--- config.mk ---
export PLATFORM = sky130hd
export DESIGN_NAME = instr_fetch_queue_flat
export DESIGN_NICKNAME = d
export VERILOG_FILES = /design/src/rtl/instr_fetch_queue_if.sv /design/src/rtl/instr_fetch_queue.sv /design/src/flat_wrapper.sv
export SDC_FILE = /design/constraint.sdc
export NUM_CORES = 1
export LEC_CHECK = 0
export CAP_MARGIN = 20
export CORE_ASPECT_RATIO = 0.9
export CORE_UTILIZATION = 61
export DETAILED_ROUTE_END_ITERATION = 8
export HOLD_SLACK_MARGIN = 0.15
export PLACE_DENSITY = 0.8
export SKIP_CTS_REPAIR_TIMING = 1
export SLEW_MARGIN = 20
export SYNTH_ARGS = -nofsm -noshare
export SYNTH_HDL_FRONTEND = slang
export SYNTH_SLANG_ARGS = --single-unit
--- constraint.sdc ---
create_clock -name clk -period 7 [get_ports clk]
set_input_delay 1.4 -clock clk [delete_from_list [all_inputs] [get_ports clk]]
set_output_delay 1.4 -clock clk [all_outputs]
set_load 0.01 [all_outputs]
--- src/rtl/instr_fetch_queue_if.sv ---
// ---------------------------------------------------------------------------
// instr_fetch_queue_if
//   Bundle of the loader, redirect, decode-pop and queue-status signals of
//   instr_fetch_queue. Clock and reset are kept as plain module ports.
//
//   master : loader/decode side (drives load, redirect, pop; sees queue)
//   slave  : the fetch queue itself
//
//   load_en/load_addr/load_data : store write port (stalls fetch)
//   redirect/redirect_pc        : flush queue and restart fetch
//   pop_count                   : instructions consumed this cycle (0..2)
//   instruction/instr_pc/instr_valid : queue head
//   next_instruction/next_valid      : entry behind the head
//   fetch_pc                    : next address to be fetched
//   occupancy                   : entries held
//   pop_err                     : pulse, pop asked for more than was held
// ---------------------------------------------------------------------------
interface instr_fetch_queue_if #(
  parameter int DATA_W  = 16,
  parameter int ADDR_W  = 8,
  parameter int Q_DEPTH = 4
);
  localparam int OCC_W = $clog2(Q_DEPTH) + 1;

  logic              load_en;
  logic [ADDR_W-1:0] load_addr;
  logic [DATA_W-1:0] load_data;
  logic              redirect;
  logic [ADDR_W-1:0] redirect_pc;
  logic [1:0]        pop_count;
  logic [DATA_W-1:0] instruction;
  logic [ADDR_W-1:0] instr_pc;
  logic              instr_valid;
  logic [DATA_W-1:0] next_instruction;
  logic              next_valid;
  logic [ADDR_W-1:0] fetch_pc;
  logic [OCC_W-1:0]  occupancy;
  logic              pop_err;

  modport master (
    output load_en, load_addr, load_data, redirect, redirect_pc, pop_count,
    input  instruction, instr_pc, instr_valid, next_instruction, next_valid,
           fetch_pc, occupancy, pop_err
  );

  modport slave (
    input  load_en, load_addr, load_data, redirect, redirect_pc, pop_count,
    output instruction, instr_pc, instr_valid, next_instruction, next_valid,
           fetch_pc, occupancy, pop_err
  );
endinterface

--- src/rtl/instr_fetch_queue.sv ---
// ---------------------------------------------------------------------------
// instr_fetch_queue
//   Writable instruction store with a loader port, an internal fetch PC and
//   a prefetch FIFO that presents the head instruction and the one behind it
//   to decode. Decode consumes 0, 1 or 2 instructions per cycle; a redirect
//   flushes the FIFO and restarts fetch at a new PC.
//
//   Ports:
//     clk   : rising-edge clock
//     rst_n : asynchronous active-low reset (store contents are kept)
//     bus   : instr_fetch_queue_if.slave (see interface header)
//
//   Edge priority: redirect > load > pop/fetch. All outputs come from
//   registers only; there is no input-to-output combinational path.
// ---------------------------------------------------------------------------
module instr_fetch_queue #(
  parameter int DATA_W  = 16,
  parameter int ADDR_W  = 8,
  parameter int DEPTH   = 32,
  parameter int Q_DEPTH = 4
) (
  input  logic                 clk,
  input  logic                 rst_n,
  instr_fetch_queue_if.slave   bus
);
  localparam int PTR_W = $clog2(Q_DEPTH);
  localparam int OCC_W = PTR_W + 1;
  // Index width of the store; addresses at or beyond DEPTH never index it.
  localparam int SA_W  = (DEPTH > 1) ? $clog2(DEPTH) : 1;

  // -------------------------------------------------------------------------
  // Instruction store: written by the loader, read combinationally at
  // fetch_pc. Never reset so a program survives rst_n.
  // -------------------------------------------------------------------------
  logic [DATA_W-1:0] store_mem [DEPTH];
  logic [DATA_W-1:0] store_rd;
  logic              store_we;
  logic              fetch_in_range;

  // -------------------------------------------------------------------------
  // Prefetch FIFO: payload slots plus head/tail pointers and occupancy.
  // -------------------------------------------------------------------------
  logic [DATA_W-1:0] q_data [Q_DEPTH];
  logic [ADDR_W-1:0] q_pc   [Q_DEPTH];

  logic [PTR_W-1:0]  head_reg,      head_next;
  logic [PTR_W-1:0]  tail_reg,      tail_next;
  logic [OCC_W-1:0]  occupancy_reg, occupancy_next;
  logic [ADDR_W-1:0] fetch_pc_reg,  fetch_pc_next;
  logic              pop_err_reg,   pop_err_next;

  logic [1:0]        req_pop;
  logic [OCC_W-1:0]  req_ext;
  logic [OCC_W-1:0]  eff_pop;
  logic [OCC_W-1:0]  after_pop;
  logic              pop_over;
  logic              push;
  logic [PTR_W-1:0]  next_ptr;

  // Loads lose to a redirect on the same edge, and out-of-range loads drop.
  assign store_we = bus.load_en && !bus.redirect &&
                    (32'(bus.load_addr) < 32'(DEPTH));

  always_ff @(posedge clk) begin
    if (rst_n && store_we) begin
      store_mem[bus.load_addr[SA_W-1:0]] <= bus.load_data;
    end
  end

  // Unimplemented addresses behave as NOPs (zero words).
  assign fetch_in_range = (32'(fetch_pc_reg) < 32'(DEPTH));
  assign store_rd       = fetch_in_range ? store_mem[fetch_pc_reg[SA_W-1:0]]
                                         : '0;

  // -------------------------------------------------------------------------
  // Pop / push arithmetic
  // -------------------------------------------------------------------------
  always_comb begin
    // A request of 3 is treated as 2; the pop is clipped to what is held.
    req_pop   = (bus.pop_count == 2'd3) ? 2'd2 : bus.pop_count;
    req_ext   = OCC_W'(req_pop);
    pop_over  = (req_ext > occupancy_reg);
    eff_pop   = pop_over ? occupancy_reg : req_ext;
    after_pop = occupancy_reg - eff_pop;
    // Room is judged after this cycle's pop, so a full queue can still
    // accept a new word on the same edge decode drains it.
    push      = !bus.redirect && !bus.load_en &&
                (after_pop < OCC_W'(Q_DEPTH));
  end

  always_comb begin
    head_next      = head_reg;
    tail_next      = tail_reg;
    occupancy_next = occupancy_reg;
    fetch_pc_next  = fetch_pc_reg;
    pop_err_next   = 1'b0;
    if (bus.redirect) begin
      head_next      = '0;
      tail_next      = '0;
      occupancy_next = '0;
      fetch_pc_next  = bus.redirect_pc;
    end else begin
      // Pointers are PTR_W bits wide and Q_DEPTH is a power of two, so the
      // additions wrap around the ring naturally.
      head_next      = head_reg + PTR_W'(eff_pop);
      tail_next      = tail_reg + PTR_W'(push);
      occupancy_next = after_pop + OCC_W'(push);
      pop_err_next   = pop_over;
      if (push) begin
        fetch_pc_next = fetch_pc_reg + ADDR_W'(1);
      end
    end
  end

  always_ff @(posedge clk or negedge rst_n) begin
    if (!rst_n) begin
      head_reg      <= '0;
      tail_reg      <= '0;
      occupancy_reg <= '0;
      fetch_pc_reg  <= '0;
      pop_err_reg   <= 1'b0;
    end else begin
      head_reg      <= head_next;
      tail_reg      <= tail_next;
      occupancy_reg <= occupancy_next;
      fetch_pc_reg  <= fetch_pc_next;
      pop_err_reg   <= pop_err_next;
    end
  end

  // Payload slots need no reset: they are only visible through the
  // occupancy-gated outputs below.
  always_ff @(posedge clk) begin
    if (rst_n && push) begin
      q_data[tail_reg] <= store_rd;
      q_pc[tail_reg]   <= fetch_pc_reg;
    end
  end

  // -------------------------------------------------------------------------
  // Outputs: derived from queue registers only, zero when not valid.
  // -------------------------------------------------------------------------
  assign next_ptr             = head_reg + PTR_W'(1);
  assign bus.instr_valid      = (occupancy_reg != '0);
  assign bus.next_valid       = (occupancy_reg >= OCC_W'(2));
  assign bus.instruction      = bus.instr_valid ? q_data[head_reg] : '0;
  assign bus.instr_pc         = bus.instr_valid ? q_pc[head_reg]   : '0;
  assign bus.next_instruction = bus.next_valid  ? q_data[next_ptr] : '0;
  assign bus.fetch_pc         = fetch_pc_reg;
  assign bus.occupancy        = occupancy_reg;
  assign bus.pop_err          = pop_err_reg;

endmodule
--- src/flat_wrapper.sv ---
// flat-port wrapper written by rule: the top's interface ports become plain ports
module instr_fetch_queue_flat 
#(
  parameter int DATA_W  = 16,
  parameter int ADDR_W  = 8,
  parameter int DEPTH   = 32,
  parameter int Q_DEPTH = 4
)
  (clk, rst_n, bus_load_en, bus_load_addr, bus_load_data, bus_redirect, bus_redirect_pc, bus_pop_count, bus_instruction, bus_instr_pc, bus_instr_valid, bus_next_instruction, bus_next_valid, bus_fetch_pc, bus_occupancy, bus_pop_err);
  instr_fetch_queue_if #(.DATA_W(DATA_W), .ADDR_W(ADDR_W), .Q_DEPTH(Q_DEPTH)) bus_i ();
  input  logic clk;
  input  logic rst_n;
  input wire logic [$bits(bus_i.load_en)-1:0] bus_load_en;
  input wire logic [$bits(bus_i.load_addr)-1:0] bus_load_addr;
  input wire logic [$bits(bus_i.load_data)-1:0] bus_load_data;
  input wire logic [$bits(bus_i.redirect)-1:0] bus_redirect;
  input wire logic [$bits(bus_i.redirect_pc)-1:0] bus_redirect_pc;
  input wire logic [$bits(bus_i.pop_count)-1:0] bus_pop_count;
  output wire logic [$bits(bus_i.instruction)-1:0] bus_instruction;
  output wire logic [$bits(bus_i.instr_pc)-1:0] bus_instr_pc;
  output wire logic [$bits(bus_i.instr_valid)-1:0] bus_instr_valid;
  output wire logic [$bits(bus_i.next_instruction)-1:0] bus_next_instruction;
  output wire logic [$bits(bus_i.next_valid)-1:0] bus_next_valid;
  output wire logic [$bits(bus_i.fetch_pc)-1:0] bus_fetch_pc;
  output wire logic [$bits(bus_i.occupancy)-1:0] bus_occupancy;
  output wire logic [$bits(bus_i.pop_err)-1:0] bus_pop_err;
  assign bus_i.load_en = bus_load_en;
  assign bus_i.load_addr = bus_load_addr;
  assign bus_i.load_data = bus_load_data;
  assign bus_i.redirect = bus_redirect;
  assign bus_i.redirect_pc = bus_redirect_pc;
  assign bus_i.pop_count = bus_pop_count;
  assign bus_instruction = bus_i.instruction;
  assign bus_instr_pc = bus_i.instr_pc;
  assign bus_instr_valid = bus_i.instr_valid;
  assign bus_next_instruction = bus_i.next_instruction;
  assign bus_next_valid = bus_i.next_valid;
  assign bus_fetch_pc = bus_i.fetch_pc;
  assign bus_occupancy = bus_i.occupancy;
  assign bus_pop_err = bus_i.pop_err;
  instr_fetch_queue #(.DATA_W(DATA_W), .ADDR_W(ADDR_W), .DEPTH(DEPTH), .Q_DEPTH(Q_DEPTH)) u_core (.clk(clk), .rst_n(rst_n), .bus(bus_i));
endmodule
Word-level counts from Yosys, hierarchy flattened
Memories as Yosys holds them, arrays and structs flattened.
Cells that the tools add are included.

word-level totals
  memory bits (read-only) = 0
  bits in registers = 16
  word-level logic and storage cells = 46
  bits of input ports = 38
  latch bits = 0
  RAM bits = 608
  memories = 3

cells by class
  bitwise gates (word level) = 0
  order comparisons = 5
  reduce and logical (&&, ||, !) cells = 10
  multiplexer cells = 16
  $add $sub $neg = 6
  shifts and indexed selects = 0
  eq/ne operators = 1
  div/mod/pow operators = 0
  multiply operators = 0

memory list
  memory            depth  bits a word  read ports  clocked after memory_dff  write ports  line                     RTL
  u_core.store_mem  32     16           1           0                         1            instr_fetch_queue.sv:35  logic [DATA_W-1:0] store_mem [DEPTH];
  u_core.q_data     4      16           2           0                         1            instr_fetch_queue.sv:43  logic [DATA_W-1:0] q_data [Q_DEPTH];
  u_core.q_pc       4      8            1           0                         1            instr_fetch_queue.sv:44  logic [ADDR_W-1:0] q_pc [Q_DEPTH];

operator list
  kind                                                                                  number
  16-bit two-way mux                                                                    3
  8-bit two-way mux                                                                     3
  8-bit by 6-bit < comparator with 1-bit output (second input constant)                 2
  8-bit by 1-bit adder with 8-bit output (second input constant)                        1
  1-bit logical AND                                                                     6
  2-bit two-way mux                                                                     3
  3-bit two-way mux                                                                     2
  1-bit two-way mux                                                                     5
  3-bit by 1-bit adder with 3-bit output                                                1
  3-bit by 2-bit greater-or-equal comparator with 1-bit output (second input constant)  1
  2-bit by 3-bit > comparator with 1-bit output                                         1
  3-bit < comparator (second input constant)                                            1
  3-bit nonzero test                                                                    1
  3-bit subtractor                                                                      1
  2-bit by 1-bit adder with 2-bit output                                                1
  2-bit by 1-bit adder with 2-bit output (second input constant)                        1
  2-bit adder                                                                           1
  2-bit == test (second input constant)                                                 1
  1-bit zero test                                                                       2
  2-bit nonzero test                                                                    1

Longest topological paths before layout
Gate-level depths: netlist (run 1).

  word-level depth = 10
  gate-level depth with buffers = 13
  gate-level depth less buffers = 13

Least setup slack after synthesis (run 1)
Ideal clock, no wire load.

  path kind = in2reg
  from = in bus_pop_count[1]
  to = mem u_core.q_data[2][0], enable pin
  stages on the path = 12
  setup slack = 0.960 ns
  data arrival time = 5.599 ns
  required time = 6.560 ns
  library setup time = 0.440 ns
  path through = clkbuf_1 ha_1 nor2b_1 o21ai_0 mux2i_1 ha_1 inv_1 fa_1 xnor2_1 nor2_2 nand2_1 nor3b_1

between the ends
  word-level cells in the longest chain between the ends = 10

RTL lines
  what                                           line                      RTL
  start, declared                                flat_wrapper.sv:18        input wire logic [$bits(bus_i.pop_count)-1:0] bus_pop_count;
  2-bit == test                                  instr_fetch_queue.sv:80   req_pop = (bus.pop_count == 2'd3) ? 2'd2 : bus.pop_count;
  2-bit two-way mux (*)                          instr_fetch_queue.sv:80
  2-bit by 3-bit > comparator with 1-bit output  instr_fetch_queue.sv:82   pop_over = (req_ext > occupancy_reg);
  3-bit two-way mux (*)                          instr_fetch_queue.sv:83   eff_pop = pop_over ? occupancy_reg : req_ext;
  3-bit subtractor (*)                           instr_fetch_queue.sv:84   after_pop = occupancy_reg - eff_pop;
  3-bit < comparator (*)                         instr_fetch_queue.sv:88   (after_pop < OCC_W'(Q_DEPTH));
  1-bit logical AND (*)                          instr_fetch_queue.sv:87   push = !bus.redirect && !bus.load_en &&
  1-bit logical AND (*)                          instr_fetch_queue.sv:134  if (rst_n && push) begin
  1-bit two-way mux (*)                          instr_fetch_queue.sv:134
  1-bit two-way mux (not written as such) (*)    instr_fetch_queue.sv:135  q_data[tail_reg] <= store_rd;
  end, declared                                  instr_fetch_queue.sv:43

Every way passes the cells marked *; elsewhere a longest branch is shown, timed or not.

Worst setup path after layout (run 1)
  from = in bus_pop_count[1]
  to = mem u_core.q_data[2][3], enable pin

Same word-level chain as after synthesis.

==> impl_results.md, run 1 <==
- Status: finished, final reports clean
- Register-to-register setup slack: 2.88 ns
- Register bit total from synthesis: 624
- Root Buffer: clkbuf_16
- Max transition margin: 26.14%
- Hold WS: 0.6783 ns
- Final Skew: 0.04297 ns
- Mux contribution to synthesized area: 15.53%
- Placed insts: 1863
- EDFF count, synth: 608
- Synth Flop Type: edfxtp_1
- Detailed-route via count: 12760
- Die Width: 215.1 um
- Initial antenna violation count: 1
- I/O pin count: 92
- Final min period: 4.831 ns
- Hold crit path type: flop to flop
- Placeable Area: 39890 um^2
- Nets: 1436
- Power Density: 334.4 nW/um^2
- DRT antenna net count: 0
- Pre-CTS setup slack: 1.646 ns
- CP Max Fanout: 15
- Max VDD drop: 0.0003013 V
- Layout cells sized above 1: 20.42%
- Yosys cell types: 47
- Syn_nets: 1298
- Final Max Tran Viols: 0
- Final setup violation count: 0
- Delay-heaviest family, CP: simple AND/OR/NAND/NOR gates
- Vias in the first global route: 12580
- Compound-gate portion of the synthesized area: 3.143%
- Crit path depth: 13
- Syn avg cell area: 19.89 um^2
- Clock transition at the registers of the reported paths: 0.07 ns
- Largest family of logic cells by synthesized area: multiplexers
- Worst Setup End Kind: flop
- WHS Endpoint: u_core.q_pc[0][7]
- RSZ-0062 raised after global routing: false
- Post-synthesis adder-cell area fraction: 0.3816%
- Reg2reg end: u_core.q_data[2][3]
- Chip Height: 193.8 um
- Max Fclk: 0.2070 GHz
- Setup ws final: 2.169 ns
- Max reg flops: 512
- Synth Instances: 1253
- Synth Area in XOR/XNOR: 0.4920%
- Final Non-Filler Cells: 1972
- Syn Std Cell Area: 24920 um^2
- Grt ovf: 0
- Final Hold Viols: 0
- Combinational share of power: 22.5%
- Crit path cell chain: clkdlybuf4s50_1 -> ha_1 -> nor2b_1 -> o21ai_0 -> mux2i_1 -> ha_1 -> inv_1 -> fa_1 -> xnor2_1 -> nor2_2 -> nand2_1 -> nor3b_2 -> buf_4
- Largest net degree at the start of global routing: 73
- Row cnt: 69
- Internal: 6.932 mW
- Routability congestion estimate: 0.8193
- Max incr delay on CP: 0.51 ns
- CP max-delay cell: clkdlybuf4s50_1
- Period utilization: 69.02%
- Post-DP HPWL: 31030 um
- Maxcap violations: 0
- # DRC: 0
- Fraction of registers with async set/reset: 2.564%
- Hold wc startpoint: u_core.bus.fetch_pc[7]
- Clock tree buffer depth: 3
- CP required: 7.27 ns
- H-tree depth: 2
- Critical path class: input port to flop
- PortBufs: 91
- Critical path launch point type: input port
- Critical Path AT: 5.11 ns
- Worst Hold Depth: 0
- TritonCTS clock tree: built
- Switching share of total power: 26.84%
- Synth Area in Simple Gates: 3.575%
- DRT Wirelength: 54610 um
- First-pass iteration count of the detailed router: 5
- Yosys Warn Count: 0
- Drt via density: 6.470
- GRT Total Usage: 26.41%
- Sequential fraction of the synthesis area: 74.87%
- Clock sink count: 624
- R2R depth: 13
- Critical path origin: bus_pop_count[1]
- Most used cell along the critical path: ha_1
- Reg power frac: 45.5%
- Initial Util: 62.48%
- Die area: 41670 um^2
- First-pass GRT wire length: 80210 um
- DRC marker count from the first detailed-route iteration: 1414
- Final Util: 71.04%
- Worst skew pair latency: 0.62 ns
- CP Buf/Inv Count: 3
- Routed length per instance: 27.69 um
- Setup TNS: 0 ns
- N_diodes: 0
- Tightest Pin Transition: 1.108 ns
- Area delta synth->final: 13.70%
- FF-to-FF Start: u_core.bus.occupancy[1]
- Number of buffers created by CTS: 58
- Switch Pwr: 2.544 mW
- Leak: 9.169 nW
- Clock Power Share: 32.0%
[kinds of logic (layout without fill, tap and decap cells)]
logic type               after synthesis  count (layout)
flip-flops                           624             624
multiplexers                         233             233
XOR/XNOR                              14              14
buffers and inverters                 81             268
adder cells (fa/ha/maj)                7               7
AO/OA/AOI/OAI                        120             120
AND/OR/NAND/NOR                      174             174
[per-layer routing]
| metal | vias to the layer above | share of wire [%] | routed length, um | global-route usage, % |
|---|---|---|---|---|
| li1 | 5380 | - | - | - |
| met3 | 72 | 11 | 5776 | 6.086 |
| met1 | 6500 | 39 | 21220 | 38.02 |
| met4 | 2 | 2.2 | 1226 | 7.591 |
| met5 | - | 0.024 | 13 | 0 |
| met2 | 805 | 48 | 26370 | 41.21 |
[worst register-to-register path: cells and delay by family, from the launching register on]
family,cells,cell delay (ns)
flip-flops,1,0.47
buffers and inverters,3,0.43
AO/OA/AOI/OAI,1,0.38
AND/OR/NAND/NOR,4,1.10
adder cells (fa/ha/maj),3,0.89
multiplexers,1,0.30
XOR/XNOR,1,0.23
[stage by stage]
| step | power [mW] | instance area (um^2) |
|---|---|---|
| final | 9.476 | 28330 |
| after global routing | 9.785 | 28330 |
| after CTS | 9.522 | 28340 |
| after detailed placement | 6.522 | 26520 |
| after global placement | 6.473 | 26520 |
| after floorplan | 5.817 | 24920 |
[cells in the mapped netlist, types with 12 or more instances]
cell type / instances / area, um^2
buf_2: 26 / 130.1
edfxtp_1: 608 / 18260
mux4_2: 121 / 2725
a221oi_1: 15 / 131.4
a21oi_1: 31 / 155.2
o2111ai_1: 15 / 131.4
clkbuf_1: 20 / 75.07
nor2_1: 44 / 165.2
mux2i_1: 96 / 960.9
o221ai_1: 15 / 131.4
and3_1: 16 / 100.1
nand2_1: 38 / 142.6
o21ai_1: 27 / 135.1
nor2b_1: 49 / 306.5
o21ai_0: 12 / 60.06
mux2_2: 15 / 168.9
dfrtp_1: 16 / 400.4
[placed cells by master, fill, tap and decap left out, types with 15 or more instances in the layout]
cell,n
clkdlybuf4s50_1,88
o21ai_1,27
nor2_1,43
o2111ai_1,15
a21oi_1,31
clkbuf_16,59
mux2_2,15
mux4_2,121
buf_4,63
edfxtp_1,608
mux2i_1,96
nor2b_1,48
and3_1,16
a221oi_1,15
nand2_1,38
o221ai_1,15
clkbuf_1,19
[worst max-delay path by stage]
stage,endpoint,slack (ns)
5_1_grt,u_core.q_pc[2][5],1.91
6_report,u_core.q_data[2][3],2.17
4_1_cts,u_core.q_pc[2][5],2.19
3_3_place_gp,u_core.q_data[2][1],1.80
2_1_floorplan,u_core.q_data[2][0],0.96
3_5_place_dp,u_core.q_data[2][10],1.65
[layout make-up]
type / count / area (um^2)
Inverter: 5 / 18.77
Clock inverter: 27 / 217.7
Multi-Input combinational cell: 548 / 5792
Fill cell: 2355 / 11550
Tap cell: 532 / 665.6
Timing Repair Buffer: 154 / 1369
Sequential cell: 624 / 18670
Clock buffer: 82 / 1603
[power groups by stage]
stage | registers (mW) | clock network (mW) | logic, mW
2_1_floorplan | 4.29 | 0 | 1.53
3_3_place_gp | 4.38 | 0 | 2.09
3_5_place_dp | 4.39 | 0 | 2.13
4_1_cts | 4.31 | 3.06 | 2.15
5_1_grt | 4.32 | 3.20 | 2.26
6_report | 4.31 | 3.03 | 2.14
Note: power is estimated with default switching activity, not from simulation.
==> run 2: changes to the inputs <==
clock period = 4.69 ns   (was 7 ns; I/O delays follow)
==> impl_results.md, run 2 (same netlist as run 1, synthesis figures left out) <==
- Clock Power Share: 32.7% (+0.7 points)
- Switching share of total power: 26.76% (-0.079 points)
- Nets: 1447 (+0.77%)
- CP required: 3.75 ns (-3.52 ns)
- R2R depth: 13 (unchanged)
- Status: finished, final reports clean
- Reg power frac: 44.8% (-0.7 points)
- GRT Total Usage: 27.05% (+0.64 points)
- Final min period: 4.000 ns
- GR peak layer: met2
- Combinational share of power: 22.5% (about the same)
- Die area: 41670 um^2 (unchanged)
- Power Density: 506.7 nW/um^2 (+52%)
- H-tree depth: 2 (unchanged)
- First-pass iteration count of the detailed router: 6 (+1)
- Die Width: 215.1 um (unchanged)
- PortBufs: 91 (unchanged)
- Drt via density: 6.506 (+0.55%)
- Final Skew: 0.02765 ns (-0.01532 ns)
- I/O pin count: 92 (unchanged)
- Area delta synth->final: 14.76%
- Placed insts: 1873 (+0.54%)
- Row cnt: 69 (unchanged)
- FF-to-FF Start: u_core.bus.occupancy[1]
- DRT Wirelength: 55430 um (+1.5%)
- Hold crit path type: flop to flop
- Worst Setup End Kind: primary output
- Max VDD drop: 0.0003866 V (+28%)
- Delay-heaviest family, CP: buffers and inverters
- Clock sink count: 624 (unchanged)
- Internal: 10.61 mW (+53%)
- Initial antenna violation count: 1 (unchanged)
- Max Fclk: 0.2500 GHz
- Detailed-route via count: 12880 (+0.91%)
- Switch Pwr: 3.878 mW (+52%)
- Number of buffers created by CTS: 59 (+1.7%)
- # DRC: 0 (unchanged)
- Hold wc startpoint: u_core.bus.fetch_pc[7]
- DRC marker count from the first detailed-route iteration: 1553 (+9.8%)
- Most frequent cells in the layout: edfxtp_1, mux4_2, mux2i_1
- RSZ-0062 raised after global routing: false
- Worst Hold Depth: 0 (unchanged)
- Max incr delay on CP: 0.80 ns (+0.29 ns)
- First-pass GRT wire length: 82370 um (+2.7%)
- Tightest Pin Transition: 1.121 ns (+0.01303 ns)
- Grt ovf: 0 (unchanged)
- Placeable Area: 39890 um^2 (unchanged)
- Final Non-Filler Cells: 1979 (+0.35%)
- Critical path origin: u_core.head_reg[0]
- Max transition margin: 25.04% (-1.1 points)
- Initial Util: 62.48% (unchanged)
- Leading cell type in the layout, fill and taps excluded: edfxtp_1
- M2 GR Usage: 41.88% (+0.67 points)
- TritonCTS clock tree: built
- Hold WS: 0.6249 ns (-0.05340 ns)
- Leak: 9.283 nW (+1.2%)
- CP Buf/Inv Count: 2 (-1)
- Crit path depth: 4 (-9)
- CP Max Fanout: 21 (+6)
- Final Hold Viols: 0 (unchanged)
- Crit path cell chain: buf_4 -> mux4_2 -> nor2b_1 -> clkdlybuf4s50_1
- Routability congestion estimate: 0.8335 (+1.7%)
- Worst skew pair latency: 0.62 ns (about the same)
- Critical Path AT: 3.06 ns (-2.05 ns)
- Met3 usage: 6.196% (+0.11 points)
- Vias in the first global route: 13010 (+3.3%)
- Clock transition at the registers of the reported paths: 0.06 ns (about the same)
- Layout cells sized above 1: 21.77% (+1.4 points)
- Chip Height: 193.8 um (unchanged)
- Routed length per instance: 28.01 um (+1.2%)
- Final setup violation count: 0 (unchanged)
- Final Instance Area: 28600 um^2 (+0.93%)
- Grt met1 use: 38.90% (+0.88 points)
- DRT antenna net count: 0 (unchanged)
- Max reg flops: 512 (unchanged)
- CP max-delay cell: dfrtp_2
- N_diodes: 0 (unchanged)
- Dpl cell area: 26700 um^2 (+0.67%)
- Critical path class: flop to primary output
- Critical path launch point type: flop
- Clock tree buffer depth: 3 (unchanged)
- Largest net degree at the start of global routing: 43 (-41%)
- Period utilization: 85.29%
- Maxcap violations: 0 (unchanged)
- Root Buffer: clkbuf_16
- Final Max Tran Viols: 0 (unchanged)
- Post-DP HPWL: 32290 um (+4.1%)
-- run 2: cell count changes in the layout (fill, tap and decap cells not counted), moves of 3 or more --
cell / before / now
clkinvlp_4: 0 / 3
buf_12: 0 / 7
clkinv_1: 12 / 9
clkbuf_8: 4 / 0
bufinv_16: 3 / 8
buf_2: 3 / 7
clkbuf_1: 19 / 12
clkdlybuf4s50_1: 88 / 84
-- run 2: final timing paths --
path / end / slack [ns]
max: bus_instr_pc[3] / 0.69
min: u_core.q_pc[2][7] / 0.62
max reg2reg: u_core.q_data[2][10] / 1.11
min reg2reg: u_core.q_pc[2][7] / 0.62
max in group asynchronous: u_core.bus.fetch_pc[3] / 3.79
min in group asynchronous: u_core.bus.pop_err / 0.69
-- run 2: through the flow --
stage	total power, mW	setup TNS, ns	setup slack [ns]	util, %
floorplan	8.684	-4.346	-0.09108	-
finish	14.49	0	0.6900	71.70
global placement	9.783	0	0.3331	66.92
global route	14.97	0	0.5109	71.70
detailed placement	9.845	0	0.2289	66.93
CTS	14.54	0	0.5928	71.75
-- run 2: metal layers --
metal	wire length (um)	vias up	part of all wire [%]
met4	1573	2	2.8
li1	-	5409	-
met1	21930	6564	40
met2	26310	796	47
met3	5606	104	10
met5	12	-	0.022
-- run 2: power groups by stage --
stage                     combinational, mW  sequential (mW)  clock (mW)
final                                  3.26             6.50        4.73
after global placement                 3.17             6.62           0
after floorplan                        2.28             6.40           0
after global routing                   3.44             6.52        5.00
after detailed placement               3.22             6.62           0
after CTS                              3.26             6.51        4.78
-- run 2: worst reg2reg max path, cell delays in order, from the launching register on --
cell,delay [ns]
dfrtp_1,0.43
inv_1,0.07
ha_1,0.30
nor2b_1,0.13
o21ai_0,0.38
mux2i_1,0.32
ha_1,0.20
inv_1,0.06
fa_1,0.40
xnor2_1,0.17
nor2_2,0.12
nand2_1,0.19
nor3b_4,0.28
buf_12,0.22
-- run 2: layout make-up --
class	count	area (um^2)
Fill cell	2312	11290
Clock buffer	71	1521
Tap cell	532	665.6
Inverter	5	18.77
Multi-Input combinational cell	548	5808
Clock inverter	35	397.9
Timing Repair Buffer	164	1519
Sequential cell	624	18670
==> run 3: changes to the inputs <==
TNS_END_PERCENT = 20   (was not set)
==> results of run 3 <==
No change in the layout: final DEF, timing and power equal those of run 2.
